$ cat src/rtl/mem_arbiter.sv
// Single-port RAM arbiter between the icache/dcache of up to CPUS CPUs.
// Latency: request seen in IDLE, RAM enables next cycle, ack in first ACCESS cycle, one IDLE bubble after.
// Backpressure: every non-owner is held with wait=1; the owner's wait drops only in its completing cycle.
//
// Ports:
//   clk, nRST                      clock, asynchronous active-low reset
//   iREN/iaddr                     icache read request + word address per CPU
//   dREN/dWEN/daddr/dstore         dcache read/write request, address, write data per CPU
//   iwait/dwait                    per-CPU stalls, low for exactly the completing cycle
//   iload/dload                    ramload broadcast to every CPU
//   ramREN/ramWEN/ramaddr/ramstore RAM port, driven live from the owning requester
//   ramload/ramstate               RAM read data and status (FREE, BUSY, ACCESS, ERROR)
//   memerr                         sticky flag, set on ERROR during a grant
//
// Build option: define MEM_ARB_ROUND_ROBIN_EN for round-robin between CPUs;
// otherwise CPU0 is always scanned first. dcache beats icache within a CPU in both builds.

module mem_arbiter #(
    parameter int CPUS = 2
) (
    input  logic                   clk,
    input  logic                   nRST,
    input  logic [CPUS-1:0]        iREN,
    input  logic [CPUS-1:0][31:0]  iaddr,
    input  logic [CPUS-1:0]        dREN,
    input  logic [CPUS-1:0]        dWEN,
    input  logic [CPUS-1:0][31:0]  daddr,
    input  logic [CPUS-1:0][31:0]  dstore,
    output logic [CPUS-1:0]        iwait,
    output logic [CPUS-1:0]        dwait,
    output logic [CPUS-1:0][31:0]  iload,
    output logic [CPUS-1:0][31:0]  dload,
    output logic                   ramREN,
    output logic                   ramWEN,
    output logic [31:0]            ramaddr,
    output logic [31:0]            ramstore,
    input  logic [31:0]            ramload,
    input  logic [1:0]             ramstate,
    output logic                   memerr
);

    localparam int CW = (CPUS > 1) ? $clog2(CPUS) : 1;

    localparam logic [0:0] ST_IDLE   = 1'b0;
    localparam logic [0:0] ST_ACTIVE = 1'b1;

    localparam logic [1:0] RS_ACCESS = 2'd2;
    localparam logic [1:0] RS_ERROR  = 2'd3;

    logic [0:0]    state_q, state_d;
    logic [CW-1:0] own_cpu_q, own_cpu_d;
    logic          own_data_q, own_data_d;
    logic          memerr_q, memerr_d;

    logic          win_vld;
    logic          win_data;
    logic [CW-1:0] win_cpu;

    logic          sel_iren, sel_dren, sel_dwen;
    logic [31:0]   sel_iaddr, sel_daddr, sel_dstore;

    logic          active;
    logic          own_req;
    logic          ack;
    logic          ram_err;
    int            scan_start;

`ifdef MEM_ARB_ROUND_ROBIN_EN
    logic [CW-1:0] rr_last_q, rr_last_d;

    // Scan begins with the CPU after the one served last.
    assign scan_start = (int'(rr_last_q) + 1) % CPUS;
`else
    assign scan_start = 0;
`endif

    // Winner scan. Positions are visited from last to first so that the
    // earliest position in scan order is the final (winning) assignment.
    always_comb begin
        win_vld  = 1'b0;
        win_cpu  = '0;
        win_data = 1'b0;
        for (int k = CPUS - 1; k >= 0; k--) begin
            for (int c = 0; c < CPUS; c++) begin
                if ((c == (scan_start + k) % CPUS) && (dREN[c] || dWEN[c] || iREN[c])) begin
                    win_vld  = 1'b1;
                    win_cpu  = CW'(c);
                    win_data = dREN[c] || dWEN[c];
                end
            end
        end
    end

    // Live mux of the owning CPU's request lines; nothing is latched.
    always_comb begin
        sel_iren   = 1'b0;
        sel_dren   = 1'b0;
        sel_dwen   = 1'b0;
        sel_iaddr  = '0;
        sel_daddr  = '0;
        sel_dstore = '0;
        for (int c = 0; c < CPUS; c++) begin
            if (own_cpu_q == CW'(c)) begin
                sel_iren   = iREN[c];
                sel_dren   = dREN[c];
                sel_dwen   = dWEN[c];
                sel_iaddr  = iaddr[c];
                sel_daddr  = daddr[c];
                sel_dstore = dstore[c];
            end
        end
    end

    assign active  = (state_q == ST_ACTIVE);
    assign own_req = own_data_q ? (sel_dren || sel_dwen) : sel_iren;
    assign ack     = active && own_req && (ramstate == RS_ACCESS);
    assign ram_err = active && (ramstate == RS_ERROR);

    // RAM port follows the owner's live request, so an abort cycle
    // already shows the dropped enables.
    always_comb begin
        ramREN   = 1'b0;
        ramWEN   = 1'b0;
        ramaddr  = '0;
        ramstore = '0;
        if (active) begin
            if (own_data_q) begin
                ramaddr  = sel_daddr;
                ramWEN   = sel_dwen;
                ramREN   = sel_dren && !sel_dwen;
                ramstore = sel_dwen ? sel_dstore : 32'h0;
            end else begin
                ramaddr  = sel_iaddr;
                ramREN   = sel_iren;
            end
        end
    end

    always_comb begin
        iwait = '1;
        dwait = '1;
        for (int c = 0; c < CPUS; c++) begin
            if (ack && (own_cpu_q == CW'(c))) begin
                if (own_data_q) begin
                    dwait[c] = 1'b0;
                end else begin
                    iwait[c] = 1'b0;
                end
            end
        end
    end

    assign iload  = {CPUS{ramload}};
    assign dload  = {CPUS{ramload}};
    assign memerr = memerr_q;

    always_comb begin
        state_d    = state_q;
        own_cpu_d  = own_cpu_q;
        own_data_d = own_data_q;
        memerr_d   = memerr_q;
`ifdef MEM_ARB_ROUND_ROBIN_EN
        rr_last_d  = rr_last_q;
`endif
        if (!active) begin
            if (win_vld) begin
                state_d    = ST_ACTIVE;
                own_cpu_d  = win_cpu;
                own_data_d = win_data;
            end
        end else begin
            if (ram_err) begin
                memerr_d = 1'b1;
            end
            if (ack) begin
                state_d = ST_IDLE;
`ifdef MEM_ARB_ROUND_ROBIN_EN
                rr_last_d = own_cpu_q;
`endif
            end else if (!own_req || ram_err) begin
                // Abort or RAM error: release without ack, fairness pointer untouched.
                state_d = ST_IDLE;
            end
        end
    end

    always_ff @(posedge clk or negedge nRST) begin
        if (!nRST) begin
            state_q    <= ST_IDLE;
            own_cpu_q  <= '0;
            own_data_q <= 1'b0;
            memerr_q   <= 1'b0;
`ifdef MEM_ARB_ROUND_ROBIN_EN
            rr_last_q  <= CW'(CPUS - 1);
`endif
        end else begin
            state_q    <= state_d;
            own_cpu_q  <= own_cpu_d;
            own_data_q <= own_data_d;
            memerr_q   <= memerr_d;
`ifdef MEM_ARB_ROUND_ROBIN_EN
            rr_last_q  <= rr_last_d;
`endif
        end
    end

endmodule

$ cat config.mk
export PLATFORM = sky130hd
export DESIGN_NAME = mem_arbiter
export DESIGN_NICKNAME = d
export VERILOG_FILES = /design/src/rtl/mem_arbiter.sv
export SDC_FILE = /design/constraint.sdc
export NUM_CORES = 1
export LEC_CHECK = 0
export CORE_AREA = 2 2 167 169
export CTS_BUF_LIST = sky130_fd_sc_hd__clkbuf_8
export DETAILED_ROUTE_END_ITERATION = 12
export DIE_AREA = 0 0 169 171
export GPL_ROUTABILITY_DRIVEN = 0
export GPL_TIMING_DRIVEN = 1
export PLACE_DENSITY = 0.43
export SYNTH_ARGS = -nofsm -noshare
export SYNTH_HDL_FRONTEND = slang
export SYNTH_SLANG_ARGS = --single-unit
$ cat constraint.sdc
create_clock -name clk -period 3.6 [get_ports clk]
set_input_delay 0.72 -clock clk [delete_from_list [all_inputs] [get_ports clk]]
set_output_delay 0.72 -clock clk [all_outputs]
set_load 0.01 [all_outputs]
[After elaboration in Yosys (flattened, before gate mapping)]
Index checks and enable logic that the tools add are counted.
Storage, ports and cells
  register bits after elaboration: 4
  input port bits: 234
  output and inout bits: 199
  logic and storage cells: 55
Cells by class
  equality and inequality tests: 2
  muxes and demuxes: 31
  bitwise operators: 2
  reductions and logical operators: 16
Operators by type and width (number)
  32-bit two-way mux: 8
  1-bit two-way mux: 23
  1-bit logical AND: 6
  1-bit logical OR: 6
  2-bit equality test (second input constant): 2
  2-bit AND reduction: 2
  1-bit zero test: 2
  1-bit inverter: 2

[Depth between registers and ports, before layout]
  depth in word-level cells: 8
  depth in mapped cells: 6
  mapped depth without buffers: 3

[Least setup slack after synthesis]
Ideal clock, no wire load.
  path kind: in2out
  from: input iREN[1]
  to: output dwait[0]
  arrival: 1514 ps
  data required time: 2880 ps
  path slack: 1366 ps
  cell stages on the path: 3
  buffers on the path: 0
  path through: mux2_2 -> o2111ai_1 -> or4b_1
Between the ends
  longest elaborated chain between the ends: 6
Ends and longest elaborated chain
  start: declaration: RTL line 23  | input logic [CPUS-1:0] iREN,
  1-bit two-way mux: RTL line 103  | if (own_cpu_q == CW'(c)) begin
  1-bit two-way mux: RTL line 115  | assign own_req = own_data_q ? (sel_dren || sel_dwen) : sel_iren;
  1-bit logical AND (2 in series): RTL line 116  | assign ack = active && own_req && (ramstate == RS_ACCESS);
  1-bit logical AND: RTL line 143  | if (ack && (own_cpu_q == CW'(c))) begin
  1-bit two-way mux: RTL line 143
  end: declaration: RTL line 30  | output logic [CPUS-1:0] dwait,
No other way between the ends.

[Worst setup path in the final report]
  from: input iREN[0]
  to: output dwait[0]
The elaborated chain is that of the path after synthesis.

==> results.txt <==
The floorplan step defined a die boundary enclosing 28900 um2. The final clock skew is 0.002895 ns. The number of buffers created by CTS is 3. The clock passes through at most 2 buffers. The wire length of the first global-routing pass came out at 16510 um. The count of distinct cell types in the synthesized netlist is 28.

Measured against the total synthesized area, the mux share comes to 38.57%. Of the total power, the share spent switching nets is 39.94%. The maximum number of pins on one net before global-route repair is 41.

The count of inserted antenna diode cells is 0. Setup repair after global routing left no endpoint under its margin. The run finished with clean final reports.

In this run, post-CTS repair resized a total of 0 instances. The area used by multi-input combinational logic came out at 1551 um2. The number of clock sinks is 4. The per-instance average area after synthesis came out at 8.867 um2. The number of antenna violations at the first check in global routing came out at 0. The number of max-cap violations is 0. The height of the die is 171 um. For this run, design rule violations remaining after detail routing come to 0. The net count of the finished layout is 682. The clock share of power came out at 4.0%. Summed over all layers, the global routing overflow is 0. The count of endpoints failing hold in the final timing report came out at 0. From left edge to right edge, the die measures 169 um. For the worst-skew pair, the clock arrives at the later sink with an insertion delay of 0.22 ns. The post-DP HPWL is 9957 um. The length of the first detailed-routing pass in iterations came out at 4. The part of the total power dissipated in combinational logic is 90.8%.

The compound-gate portion of the synthesized area came out at 3.085%. The setup slack after layout came out at 0.2230 ns. The net switching power is 969.6 uW. The number of global-route vias before repair came out at 2746. By area, the combinational part of the netlist is dominated by buffers and inverters. The post-route clock period utilization came out at 93.81%. Summed over all layers, the routed wires come to 11920 um. The post-synthesis share of cell area spent on and, or, nand and nor gates came out at 14.61%. The boundary pin count came out at 433. In this run the remaining antenna-violating nets after routing total 0.

The remaining max-slew budget at the tightest pin is 70.69%. Setup violations remaining at the end of the flow were counted as 0. The xor and xnor area share after synthesis is 0%.

The maximum fanout along the worst path is 4. The worst setup slack after placement came out at 0.2154 ns. The TritonCTS clock tree is built. The total global routing track utilization is 7.470%. The adder-cell share of the synthesized area is 0%. The signal arrival time at the worst endpoint came out at 2.66 ns. The kind of start point of the critical path is an input port. In this run the number of H-tree levels came out at 1. The number of synthesized register bits came out at 4. The row count came out at 61. Across the VDD grid, the largest voltage drop is 0.0001574 V. The fmax came out at 0.2961 GHz. After detailed routing, the number of vias per cell comes to 3.350. The endpoint kind of the worst setup timing path is an output port. Counting I/O delays and the setup requirement, the final critical path takes 3.377 ns. The netlist area before placement came out at 2758 um2.

The worst slack on hold paths is 0.4708 ns. The required time of the worst setup path came out at 2.88 ns. For the pin with the worst max-slew slack, the measured transition is 0.4396 ns.

The final routed wire length divided by cell count came out at 15.05 um. The share of total power dissipated in sequential elements is 5.2%. The area growth from synthesis to layout is 79.95%. The static leakage power is 0.001729 uW. Cell internal power was estimated by the tool at 1458 uW. The number of setup buffers added after CTS came out at 0. The initial cell density of the core came out at 10.09%. The final-layout fill cell count is 3027. The register cell area after layout is 105.1 um2. Buffers inserted to repair hold after CTS numbered 0. The sequential cell area fraction in the yosys report came out at 3.630%. The initial DRC count is 40. The tree is rooted in a sky130_fd_sc_hd__clkbuf_8. The count of input and output buffers is 272. The floorplan core area is 27320 um2.

The clock transition time at the flip-flop clock pins of the worst setup and hold paths is 0.03 ns. The worst hold path belongs to the class flip-flop to flip-flop. The startpoint-to-endpoint class of the critical path is input port to output port. The net count after synthesis is 545. The total power per unit cell area came out at 489.2 nW/um2. The setup TNS came out at 0 ns. For this run, the number of Yosys warnings is 0.

The synthesized instance count came out at 311. The fraction of layout instances using a drive strength above 1 came out at 10.99%. Including well taps, the total number of placed cells is 789. The number of max-slew violations in the final report is 0. The number of cells in the finished layout apart from fillers came out at 792. The overall via count from detail_route came out at 2653.
==> state kept, by name, summed over array words and instances (netlist names) <==
register and flops:
active 1, memerr 1, own_cpu_q 1, own_data_q 1
==> cell usage after synthesis <==
cell type | number | area [um2]
sky130_fd_sc_hd__or3b_1 | 1 | 8.760
sky130_fd_sc_hd__buf_8 | 2 | 30.03
sky130_fd_sc_hd__a32oi_1 | 1 | 8.760
sky130_fd_sc_hd__nand3_2 | 1 | 10.01
sky130_fd_sc_hd__o2111ai_1 | 1 | 8.760
sky130_fd_sc_hd__a21oi_1 | 2 | 10.01
sky130_fd_sc_hd__and2_1 | 32 | 200.2
sky130_fd_sc_hd__mux2_2 | 2 | 22.52
sky130_fd_sc_hd__a311o_1 | 1 | 10.01
sky130_fd_sc_hd__buf_6 | 3 | 33.78
sky130_fd_sc_hd__mux2i_1 | 32 | 320.3
sky130_fd_sc_hd__o21ai_0 | 3 | 15.01
sky130_fd_sc_hd__nor4b_1 | 1 | 8.760
sky130_fd_sc_hd__o22a_1 | 1 | 8.760
sky130_fd_sc_hd__buf_2 | 8 | 40.04
sky130_fd_sc_hd__inv_1 | 3 | 11.26
sky130_fd_sc_hd__a31o_2 | 1 | 8.760
sky130_fd_sc_hd__dfrtp_1 | 4 | 100.1
sky130_fd_sc_hd__o21a_1 | 1 | 7.510
sky130_fd_sc_hd__nor3_1 | 2 | 10.01
sky130_fd_sc_hd__clkbuf_1 | 6 | 22.52
sky130_fd_sc_hd__or3_1 | 2 | 12.51
sky130_fd_sc_hd__o21bai_1 | 1 | 7.510
sky130_fd_sc_hd__or4b_1 | 1 | 10.01
sky130_fd_sc_hd__buf_4 | 129 | 968.4
sky130_fd_sc_hd__mux4_2 | 32 | 720.7
sky130_fd_sc_hd__nor2_1 | 37 | 138.9
sky130_fd_sc_hd__nand2_1 | 1 | 3.750
==> per-stage QoR <==
stage                     util [%]  cell area (um2)  total power, uW
after global placement       18.01             4921             2409
after CTS                    18.16             4962             2501
after floorplan                  -             2758             1458
after global routing         18.16             4962             2621
final                        18.16             4962             2428
after detailed placement     18.01             4921             2395
==> kinds of logic (layout without fill, tap and decap cells) <==
family,count (synthesis),in the layout
buffers and inverters,151,286
AND/OR/NAND/NOR,78,78
multiplexers,66,66
AO/OA/AOI/OAI,12,12
flip-flops,4,4
==> power groups by stage <==
stage / logic, uW / registers (uW) / clock network, uW
2_1_floorplan: 1380 / 74.0 / 0
3_3_place_gp: 2270 / 137 / 0
3_5_place_dp: 2260 / 137 / 0
4_1_cts: 2270 / 135 / 99.0
5_1_grt: 2380 / 138 / 102
6_report: 2210 / 126 / 96.6
==> worst paths after layout <==
| kind | startpoint | endpoint | slack [ns] | depth (start not counted) |
|---|---|---|---|---|
| min in group asynchronous | nRST | memerr$_DFFE_PN0P_ | 0.70 | 1 |
| hold / removal | memerr$_DFFE_PN0P_ | memerr$_DFFE_PN0P_ | 0.47 | 1 |
| setup reg to reg | own_cpu_q$_DFFE_PN0P_ | active$_DFF_PN0_ | 2.14 | 4 |
| max in group asynchronous | nRST | own_cpu_q$_DFFE_PN0P_ | 2.71 | 1 |
| hold reg to reg | memerr$_DFFE_PN0P_ | memerr$_DFFE_PN0P_ | 0.47 | 1 |
| setup / recovery | iREN[0] | dwait[0] | 0.22 | 6 |
==> critical path, stage by stage <==
cell,delay [ns]
sky130_fd_sc_hd__clkdlybuf4s50_1,0.53
sky130_fd_sc_hd__mux2_2,0.18
sky130_fd_sc_hd__o2111ai_1,0.10
sky130_fd_sc_hd__buf_4,0.17
sky130_fd_sc_hd__or4b_1,0.46
sky130_fd_sc_hd__clkdlybuf4s50_1,0.49
==> placed cells by master, fill, tap and decap left out, drive strengths merged, types with 2 or more instances in the layout <==
cell / count
nor2: 37
a21oi: 2
mux2: 2
and2: 32
buf: 8
mux2i: 32
clkdlybuf4s50: 272
clkbuf: 3
or3: 2
dfrtp: 4
nor3: 2
mux4: 32
inv: 3
o21ai: 3
==> final cells by class <==
| cell class | instances | share of cell area [%] |
|---|---|---|
| sequential | 4 | 2.118 |
| clock buffer | 3 | 0.8321 |
| tap | 346 | 8.724 |
| inverter | 3 | 0.2269 |
| multi-input combinational | 156 | 31.27 |
| timing repair buffer | 280 | 56.83 |
==> per-layer routing <==
layer	vias up	GRT usage, %	part of all wire [%]
met5	-	0	0
met4	0	2.936	3.4
met3	58	2.521	11
met2	197	13.88	51
met1	1185	7.736	34
li1	1213	-	-
Power figures use the tool's default switching activity.
